`src/rtl/uart_tx_arbiter_if.sv`:
```
// Requester-side and UART-core-side signals of the UART TX round-robin arbiter.
// The arbiter uses the master modport; the requesters and the UART core use the slave modport.
interface uart_tx_arbiter_if #(
    parameter int NUM_REQ = 4,
    parameter int DATA_W  = 8
);
    localparam int SRC_W = $clog2(NUM_REQ);

    logic [NUM_REQ-1:0]        req_valid;
    logic [NUM_REQ*DATA_W-1:0] req_data;
    logic [NUM_REQ-1:0]        req_ready;
    logic                      tx_busy;
    logic                      tx_data_valid;
    logic [DATA_W-1:0]         tx_p_data;
    logic [SRC_W-1:0]          tx_src;
    logic                      tx_done;
    logic                      tx_err;

    modport master (
        input  req_valid, req_data, tx_busy,
        output req_ready, tx_data_valid, tx_p_data, tx_src, tx_done, tx_err
    );

    modport slave (
        output req_valid, req_data, tx_busy,
        input  req_ready, tx_data_valid, tx_p_data, tx_src, tx_done, tx_err
    );
endinterface

```
`src/rtl/uart_tx_arbiter.sv`:
```
// Round-robin arbiter that shares one UART TX core between NUM_REQ byte sources.
// Define UART_ARB_TIMEOUT_EN to build the WAIT_BUSY watchdog that drives tx_err.
module uart_tx_arbiter #(
    parameter int NUM_REQ     = 4,
    parameter int DATA_W      = 8,
    parameter int TIMEOUT_CYC = 16
) (
    input  logic               clk,
    input  logic               rst,
    uart_tx_arbiter_if.master  bus
);
    localparam int SRC_W = $clog2(NUM_REQ);

    typedef enum logic [1:0] {
        IDLE,
        WAIT_BUSY,
        WAIT_DONE
    } state_t;

    if (NUM_REQ < 2 || NUM_REQ > 8) begin : g_bad_num_req
        $error("uart_tx_arbiter: NUM_REQ must be in 2..8");
    end
    if (TIMEOUT_CYC < 1 || TIMEOUT_CYC > 255) begin : g_bad_timeout
        $error("uart_tx_arbiter: TIMEOUT_CYC must fit the 8-bit watchdog");
    end

    state_t             state;
    logic [SRC_W-1:0]   ptr;
    logic [SRC_W-1:0]   winner;
    logic [SRC_W-1:0]   next_ptr;
    logic               any_req;
    logic [SRC_W-1:0]   src_q;
    logic [DATA_W-1:0]  data_q;
    logic [NUM_REQ-1:0] ready_q;
    logic               dv_q;
    logic               done_q;
`ifdef UART_ARB_TIMEOUT_EN
    logic               err_q;
    logic [7:0]         wd_cnt;
`endif

    // Scan from ptr downwards in priority so the lowest rotated offset is written last and wins.
    always_comb begin : arbitrate
        int idx;
        idx    = 0;
        winner = '0;
        for (int k = NUM_REQ - 1; k >= 0; k--) begin
            idx = int'(ptr) + k;
            if (idx >= NUM_REQ) begin
                idx = idx - NUM_REQ;
            end
            if (bus.req_valid[SRC_W'(idx)]) begin
                winner = SRC_W'(idx);
            end
        end
    end

    assign any_req  = |bus.req_valid;
    assign next_ptr = (src_q == SRC_W'(NUM_REQ - 1)) ? '0 : src_q + SRC_W'(1);

    always_ff @(posedge clk or negedge rst) begin
        if (!rst) begin
            state   <= IDLE;
            ptr     <= '0;
            src_q   <= '0;
            data_q  <= '0;
            ready_q <= '0;
            dv_q    <= 1'b0;
            done_q  <= 1'b0;
`ifdef UART_ARB_TIMEOUT_EN
            err_q   <= 1'b0;
            wd_cnt  <= '0;
`endif
        end else begin
            dv_q    <= 1'b0;
            ready_q <= '0;
            done_q  <= 1'b0;
`ifdef UART_ARB_TIMEOUT_EN
            err_q   <= 1'b0;
`endif
            case (state)
                IDLE: begin
                    if (any_req && !bus.tx_busy) begin
                        data_q  <= bus.req_data[int'(winner)*DATA_W +: DATA_W];
                        src_q   <= winner;
                        dv_q    <= 1'b1;
                        ready_q <= NUM_REQ'(1) << winner;
                        state   <= WAIT_BUSY;
`ifdef UART_ARB_TIMEOUT_EN
                        wd_cnt  <= '0;
`endif
                    end
                end
                WAIT_BUSY: begin
                    if (bus.tx_busy) begin
                        state <= WAIT_DONE;
                    end
`ifdef UART_ARB_TIMEOUT_EN
                    // The core never acknowledged the byte: give up and move past this requester.
                    else if (wd_cnt == 8'(TIMEOUT_CYC - 1)) begin
                        err_q <= 1'b1;
                        ptr   <= next_ptr;
                        state <= IDLE;
                    end else begin
                        wd_cnt <= wd_cnt + 8'd1;
                    end
`endif
                end
                WAIT_DONE: begin
                    if (!bus.tx_busy) begin
                        done_q <= 1'b1;
                        ptr    <= next_ptr;
                        state  <= IDLE;
                    end
                end
                default: state <= IDLE;
            endcase
        end
    end

    assign bus.req_ready     = ready_q;
    assign bus.tx_data_valid = dv_q;
    assign bus.tx_p_data     = data_q;
    assign bus.tx_src        = src_q;
    assign bus.tx_done       = done_q;
`ifdef UART_ARB_TIMEOUT_EN
    assign bus.tx_err        = err_q;
`else
    assign bus.tx_err        = 1'b0;
`endif
endmodule

```
`src/flat_wrapper.sv`:
```
// flat-port wrapper written by rule: the top's interface ports become plain ports
module uart_tx_arbiter_flat 
#(
    parameter int NUM_REQ     = 4,
    parameter int DATA_W      = 8,
    parameter int TIMEOUT_CYC = 16
)
  (clk, rst, bus_req_valid, bus_req_data, bus_tx_busy, bus_req_ready, bus_tx_data_valid, bus_tx_p_data, bus_tx_src, bus_tx_done, bus_tx_err);
  uart_tx_arbiter_if #(.NUM_REQ(NUM_REQ), .DATA_W(DATA_W)) bus_i ();
  input  logic clk;
  input  logic rst;
  input wire logic [$bits(bus_i.req_valid)-1:0] bus_req_valid;
  input wire logic [$bits(bus_i.req_data)-1:0] bus_req_data;
  input wire logic [$bits(bus_i.tx_busy)-1:0] bus_tx_busy;
  output wire logic [$bits(bus_i.req_ready)-1:0] bus_req_ready;
  output wire logic [$bits(bus_i.tx_data_valid)-1:0] bus_tx_data_valid;
  output wire logic [$bits(bus_i.tx_p_data)-1:0] bus_tx_p_data;
  output wire logic [$bits(bus_i.tx_src)-1:0] bus_tx_src;
  output wire logic [$bits(bus_i.tx_done)-1:0] bus_tx_done;
  output wire logic [$bits(bus_i.tx_err)-1:0] bus_tx_err;
  assign bus_i.req_valid = bus_req_valid;
  assign bus_i.req_data = bus_req_data;
  assign bus_i.tx_busy = bus_tx_busy;
  assign bus_req_ready = bus_i.req_ready;
  assign bus_tx_data_valid = bus_i.tx_data_valid;
  assign bus_tx_p_data = bus_i.tx_p_data;
  assign bus_tx_src = bus_i.tx_src;
  assign bus_tx_done = bus_i.tx_done;
  assign bus_tx_err = bus_i.tx_err;
  uart_tx_arbiter #(.NUM_REQ(NUM_REQ), .DATA_W(DATA_W), .TIMEOUT_CYC(TIMEOUT_CYC)) u_core (.clk(clk), .rst(rst), .bus(bus_i));
endmodule
```
`config.mk`:
```
export PLATFORM = sky130hd
export DESIGN_NAME = uart_tx_arbiter_flat
export DESIGN_NICKNAME = d
export VERILOG_FILES = /design/src/rtl/uart_tx_arbiter_if.sv /design/src/rtl/uart_tx_arbiter.sv /design/src/flat_wrapper.sv
export SDC_FILE = /design/constraint.sdc
export NUM_CORES = 1
export LEC_CHECK = 0
export CAP_MARGIN = 25
export CORE_ASPECT_RATIO = 1.4
export CORE_MARGIN = 3
export CORE_UTILIZATION = 23
export CTS_CLUSTER_DIAMETER = 50
export CTS_CLUSTER_SIZE = 12
export DETAILED_ROUTE_END_ITERATION = 6
export SLEW_MARGIN = 10
export SYNTH_ARGS = -nofsm -noshare
export SYNTH_HDL_FRONTEND = slang
export SYNTH_SLANG_ARGS = --single-unit
```
`constraint.sdc`:
```
create_clock -name clk -period 2.1 [get_ports clk]
set_input_delay 0.21 -clock clk [delete_from_list [all_inputs] [get_ports clk]]
set_output_delay 0.21 -clock clk [all_outputs]
set_load 0.02 [all_outputs]
```
==> results.md, run 1 <==
- Filler Cell Count: ~470
- RSZ-0062 raised after global routing: no
- Async SR Flop Fraction: 1.00
- Most Crowded Layer GR: met2
- Via count: 979
- Gp weighted congestion: 0.772
- Critical Path RT: 2240 ps
- Area of the multi-input gates: 510 sq um
- Routed Antenna Nets: 0
- Max-slew violation count: 0
- Power Dens Cells: 1020 mW/mm^2
- Count leader, synth: dfrtp_1
- Critical path type: in2reg
- Rows: 28
- Critical path endpoint: u_core.bus.tx_p_data[2]
- # hold bufs at CTS: 0
- Max Cap Violations: 0
- Commonest cells post-synth: dfrtp_1, mux2_2, a221o_1, mux2i_1, nor3_1
- Primary FF master, synth: dfrtp_1
- Port Buffers: 54
- R2R Setup Slk: 70 ps
- Post-synth top area share: 0.470
- CTS H-tree depth: 1
- Nets: 199
- Area contributors post-synth: dfrtp_1, mux2_2, a221o_1
- Grt met3 use: 0.0402
- Worst R2R End: u_core.bus.tx_p_data[2]
- Post-DR wirelength/cell: ~13 um
- Critical path arrival: 2180 ps
- CP Max Fanout: 9
- GRT overflow: 0
- Critical Path Start: bus_req_valid[0]
- Register area share after synthesis: 0.470
- Synthesized flop and latch total: 20
- Yosys cell types: 32
- Worst VDD drop: 318 uV
- Total wire length: between 2000 and 3000 um
- TritonCTS buffer count: 3
- CTS Sinks: 20
- Ports: 56
- Die Ht: 86.5 um
- Die Area: 0.00549 sq mm
- Gr usage total: 0.109
- Dpl cell area: 0.00172 sq mm
- Global routing usage on met2: 0.181
- Reg2Reg Depth: 5
- Outcome: completed
- Chip width: 63.5 um
- Count of final hold-check violations: 0
- Layout Cells excl Fill: 217
- Diodes inserted: 0
- Final core occ: 0.414
- Number of synthesized flops with an enable pin: 0
- First-pass GRT wire length: about 4700 um
- Area added between synthesis and finish: 68.7%
- Initial antenna violation count: 0
- Reg2reg start: u_core.ptr[1]
- Placeable Area: 0.00434 sq mm
- Cells after Synth: 92
- Yosys top cell by area: dfrtp_1
- Post-CTS Resized: 0
- Post-Syn Area per Cell: 11.6 sq um
- Startpoint Class: input pin
- Final Cell Area: 0.00180 sq mm
- DRC viols: 0
- TritonCTS clock tree: done
- Number of global-route vias before repair: 993
- Clock Pin Slew Worst Setup and Hold Paths: 70 ps
- Syn nets: 132
- Mapped cell area: roughly 0.0011 sq mm
- Layout cells sized above 1: 0.185
- Max Freq: slightly below 0.5 GHz
- Vias per cell: 4.51
- Dpl cells: 211
- Initial core utilization: 0.245
- Setup violators final: 0
- Met1 GRT Util: 0.128
- Worst skew pair latency: roughly 260 ps
- Pin count of the biggest net entering global routing: 21
- Hold Path Class: in2async
- Clock Path Buffers: 2
- Ys Warns: 0
- Clk_skew: 2.19 ps
- Detail Placement HPWL: roughly 2300 um
- Leak: ~0.8 nW
- Crit. End Element: flip-flop
- Clock root buffer: clkbuf_8
- Tmin final: 2040 ps
- Sequential Area: approximately 500 sq um
- Detailed Routing Iterations Pass 1: 4
- Initial drt markers: 39
- Period utilization: 0.971
worst max-delay path, stage by stage:
cell and delay, ps:
clkdlybuf4s50_1 500, or3b_2 480, o221ai_4 80, buf_4 220
mux2_2 350, a221o_1 330
metrics by stage:
step	power, mW	setup TNS [ps]	setup WS (ps)	hold WS [ps]
2_1_floorplan	1.13	0	242	-85.6
6_report	1.83	0	61.1	304
4_1_cts	1.86	0	54.8	308
5_1_grt	1.95	0	16.3	322
3_3_place_gp	1.53	-1340	-183	485
3_5_place_dp	1.55	-1860	-267	501
power by group:
group | switching [mW] | internal (mW)
sequential | 0.0908 | 0.512
clock | 0.122 | 0.128
combinational | 0.423 | 0.556
total | 0.636 | 1.20
cell type report:
cell class / instances / share of cell area
Multi-Input combinational cell: 62 / 0.284
Tap cell: 60 / 0.0418
Clock buffer: 3 / 0.0230
Inverter: 5 / 0.0104
Sequential cell: 20 / 0.279
Timing Repair Buffer: 67 / 0.362
logic make-up (layout without fill, tap and decap cells):
kind of cell    Yosys count  count (layout)  share of synthesized area
xor+xnor                  1               1                    0.00823
compound gates           18              18                      0.156
simple gates             23              23                      0.115
mux                      18              18                      0.184
other cells               1               1                    0.00352
flops                    20              20                      0.470
buf+inv                  10              75                     0.0505
fa+ha+maj                 1               1                     0.0117
routing by layer:
layer | share of wire | vias to the layer above
li1 | - | 472
met1 | 0.40 | 463
met2 | 0.49 | 40
met3 | 0.099 | 4
met4 | 0.010 | 0
met5 | 0 | -
sequential cells by signal, summed over array words and instances (netlist names):
register / flops
u_core.bus.tx_p_data: 8
u_core.bus.req_ready: 4
u_core.bus.tx_src: 2
u_core.ptr: 2
u_core.state: 2
u_core.bus.tx_data_valid: 1
u_core.bus.tx_done: 1
worst min-delay path by stage:
stage,from,end,slack (ps),cells past startpoint
4_1_cts,rst,u_core.bus.tx_done,310,2
3_3_place_gp,u_core.state[1],u_core.state[0],490,1
5_1_grt,rst,u_core.bus.tx_done,320,2
3_5_place_dp,u_core.bus.tx_p_data[7],u_core.bus.tx_p_data[7],500,1
2_1_floorplan,rst,u_core.bus.req_ready[0],-90,0
6_report,rst,u_core.bus.tx_done,300,2
cell usage in the layout, fill, tap and decap left out:
master	n
and3_1	2
buf_12	1
a21oi_1	2
or3_1	1
nor2_2	1
mux2_4	1
or3b_2	1
a21boi_1	1
o21ai_0	1
mux2_2	9
and2_1	1
a221o_1	8
a211oi_1	1
xor2_1	1
nor2_1	3
inv_1	5
o22a_1	1
nand2_1	3
ha_1	1
buf_4	12
mux2i_1	8
clkdlybuf4s50_1	54
a21o_1	2
nand2b_1	1
nor3_1	8
clkbuf_8	3
or4_1	1
o22ai_1	1
conb_1	1
dfrtp_1	20
o221ai_4	1
nor4_1	1
timing repair:
item,in CTS,in global routing
setup endpoints to repair,8,0
endpoints found under the hold margin,0,0
buffers inserted,3,0
Power figures use the tool's default switching activity.
==> inputs of run 2 (changes only) <==
ABC_AREA = 1   (was unset)
==> results.md, run 2 <==
- TritonCTS buffer count: 3
- Yosys top cell by area: dfrtp_1
- Detailed Routing Iterations Pass 1: 4
- Setup violators final: 0
- Hold Path Class: in2async
- Outcome: completed
- Period utilization: 0.864
- RSZ-0062 raised after global routing: no
- Register area share after synthesis: 0.354
- Initial core utilization: 0.239
- Pre-CTS WS: 86.9 ps
- Placeable Area: 0.00590 sq mm
- Nets: 303
- Startpoint Class: flip-flop
- Post-DR wirelength/cell: 10.6 um
- Max Cap Violations: 0
- Final core occ: 0.350
- Worst skew pair latency: 250 ps
- Most frequent cells in the layout: nand2_1, clkdlybuf4s50_1, nand3_1
- Area added between synthesis and finish: 46.0%
- Diodes inserted: 0
- Max reg flops: 8
- Critical Path Start: u_core.ptr[0]
- Gp weighted congestion: ~0.84
- Commonest non-fill, non-tap cell in the layout: nand2_1
- Clock root buffer: clkbuf_8
- TritonCTS clock tree: done
- DRC viols: 0
- Clock Path Buffers: 2
- Via count: ~1400
- CTS Sinks: 20
- Detail Placement HPWL: 2880 um
- Async SR Flop Fraction: 1.00
- Mapped cell area: 0.00141 sq mm
- Post-Syn Area per Cell: 6.76 sq um
- Leak: 1.09 nW
- Worst VDD drop: 444 uV
- Initial antenna violation count: 0
- Count of final hold-check violations: 0
- Rows: 33
- Power Dens Cells: 1410 mW/mm^2
- CTS H-tree depth: 1
- Port Buffers: 54
- Chip width: around 72 um
- Critical path arrival: 1960 ps
- Clk_skew: 0.900 ps
- Die Area: 0.00714 sq mm
- Critical Path RT: between 2000 and 2500 ps
- Commonest cells post-synth: nand2_1, nand3_1, inv_1
- Synthesized flop and latch total: 20
- Syn nets: approximately 250
- Ports: 56
- Number of global-route vias before repair: 1423
- Total wire length: 3510 um
- Max Freq: 0.551 GHz
- Gr usage total: 0.107
- Final Cell Area: 0.00206 sq mm
- Critical path type: reg2reg
- Min Hold Slack: 290 ps
- Ys Warns: 0
- Crit. End Element: flip-flop
- Vias per cell: ~4.2
- Post-synth top area share: 0.354
- Dpl cell area: between 0.002 and 0.0025 sq mm
- Yosys cell types: 29
- Reg2reg start: u_core.ptr[0]
- Initial drt markers: 46
- Count leader, synth: nand2_1
- Die Ht: 98.8 um
- Cells after Synth: 209
- GRT overflow: 0
- Reg2Reg Depth: 13
- First-pass GRT wire length: 6220 um
- Pin count of the biggest net entering global routing: 21
- Setup tns final: 0 ps
- Routed Antenna Nets: 0
- Area contributors post-synth: dfrtp_1, nand2_1, nand3_1
- Primary FF master, synth: dfrtp_1
- Final setup margin: around 290 ps
- Clock Pin Slew Worst Setup and Hold Paths: 70 ps
- Tmin final: 1810 ps
- # hold bufs at CTS: 0
- Number of synthesized flops with an enable pin: 0
- Layout cells sized above 1: 0.134
- Max-slew violation count: 0
- CP Max Fanout: 19
[run 2: cell types whose count changed in the layout (fill, tap and decap cells not counted), sizes merged, moves of 2 or more]
cell / delta
nand2: +77
nor3: -7
nand3: +39
a221o: -8
a21o: -2
inv: +35
and3: -2
mux2i: -8
buf: -10
nor2: +5
mux2: -10
o21ai: +4
[run 2: timing repair]
action	in CTS	in global routing
setup endpoints to repair	0	5
setup buffers	0	0
gates resized for setup	0	1
[run 2: metal layers]
| layer | share of wire | routed length, um | GRT usage | vias to the layer above |
|---|---|---|---|---|
| li1 | - | - | - | 739 |
| met1 | 0.43 | 1520 | 0.129 | 619 |
| met2 | 0.51 | 1780 | 0.191 | 40 |
| met3 | 0.044 | 155 | 0.00918 | 6 |
| met4 | 0.016 | 57 | 0.0449 | 0 |
| met5 | 0 | 0 | 0 | - |
[run 2: area by class of cell]
cell class | instances | area, sq um
Fill cell | 631 | 3840
Multi-Input combinational cell | 140 | 688
Timing Repair Buffer | 57 | 576
Sequential cell | 20 | 502
Inverter | 41 | 156
Tap cell | 70 | 87.6
Clock buffer | 4 | 55.1
[run 2: final timing paths]
kind | end | slack (ps)
setup / recovery | u_core.bus.tx_p_data[4] | 290
hold / removal | u_core.state[0] | 290
setup reg to reg | u_core.bus.tx_p_data[4] | 290
hold reg to reg | u_core.bus.tx_p_data[6] | 490
max in group asynchronous | u_core.ptr[0] | 1590
min in group clk | u_core.bus.tx_p_data[6] | 490
[run 2: through the flow]
step / total power [mW] / cells
floorplan: 2.13 / 209
detailed placement: 2.64 / 328
CTS: 2.93 / 332
finish: 2.90 / 332
global placement: 2.60 / 328
global route: 3.22 / 332
[run 2: critical path, cell delays in order, from the launching register on]
cell	delay [ps]
dfrtp_2	500
inv_4	80
nand2_2	80
nor2_2	40
nor2_2	120
nand3_2	130
nand2_2	100
nand2_4	140
nand2_8	180
nand2_1	70
nand3_1	70
nand2_1	80
nand2_1	60
nand2_1	50
[run 2: cell families (layout without fill, tap and decap cells)]
kind of cell,count (synthesis),count (layout),synth area share
AO/OA/AOI/OAI,8,8,0.0354
adder cells (fa/ha/maj),1,1,0.00885
buffers and inverters,49,102,0.159
flip-flops,20,20,0.354
other,1,1,0.00265
AND/OR/NAND/NOR,130,130,0.440
[run 2: power breakdown]
group          switching, mW  leakage [nW]  internal [mW]
sequential             0.136         0.256          0.544
combinational           1.18         0.802          0.762
clock                  0.119        0.0288          0.167
==> inputs of run 3 (changes only) <==
ABC_AREA = unset   (was 1)
SLEW_MARGIN = 20   (was 10)
==> results of run 3 <==
Final layout, timing and power as in run 1 (identical DEF).
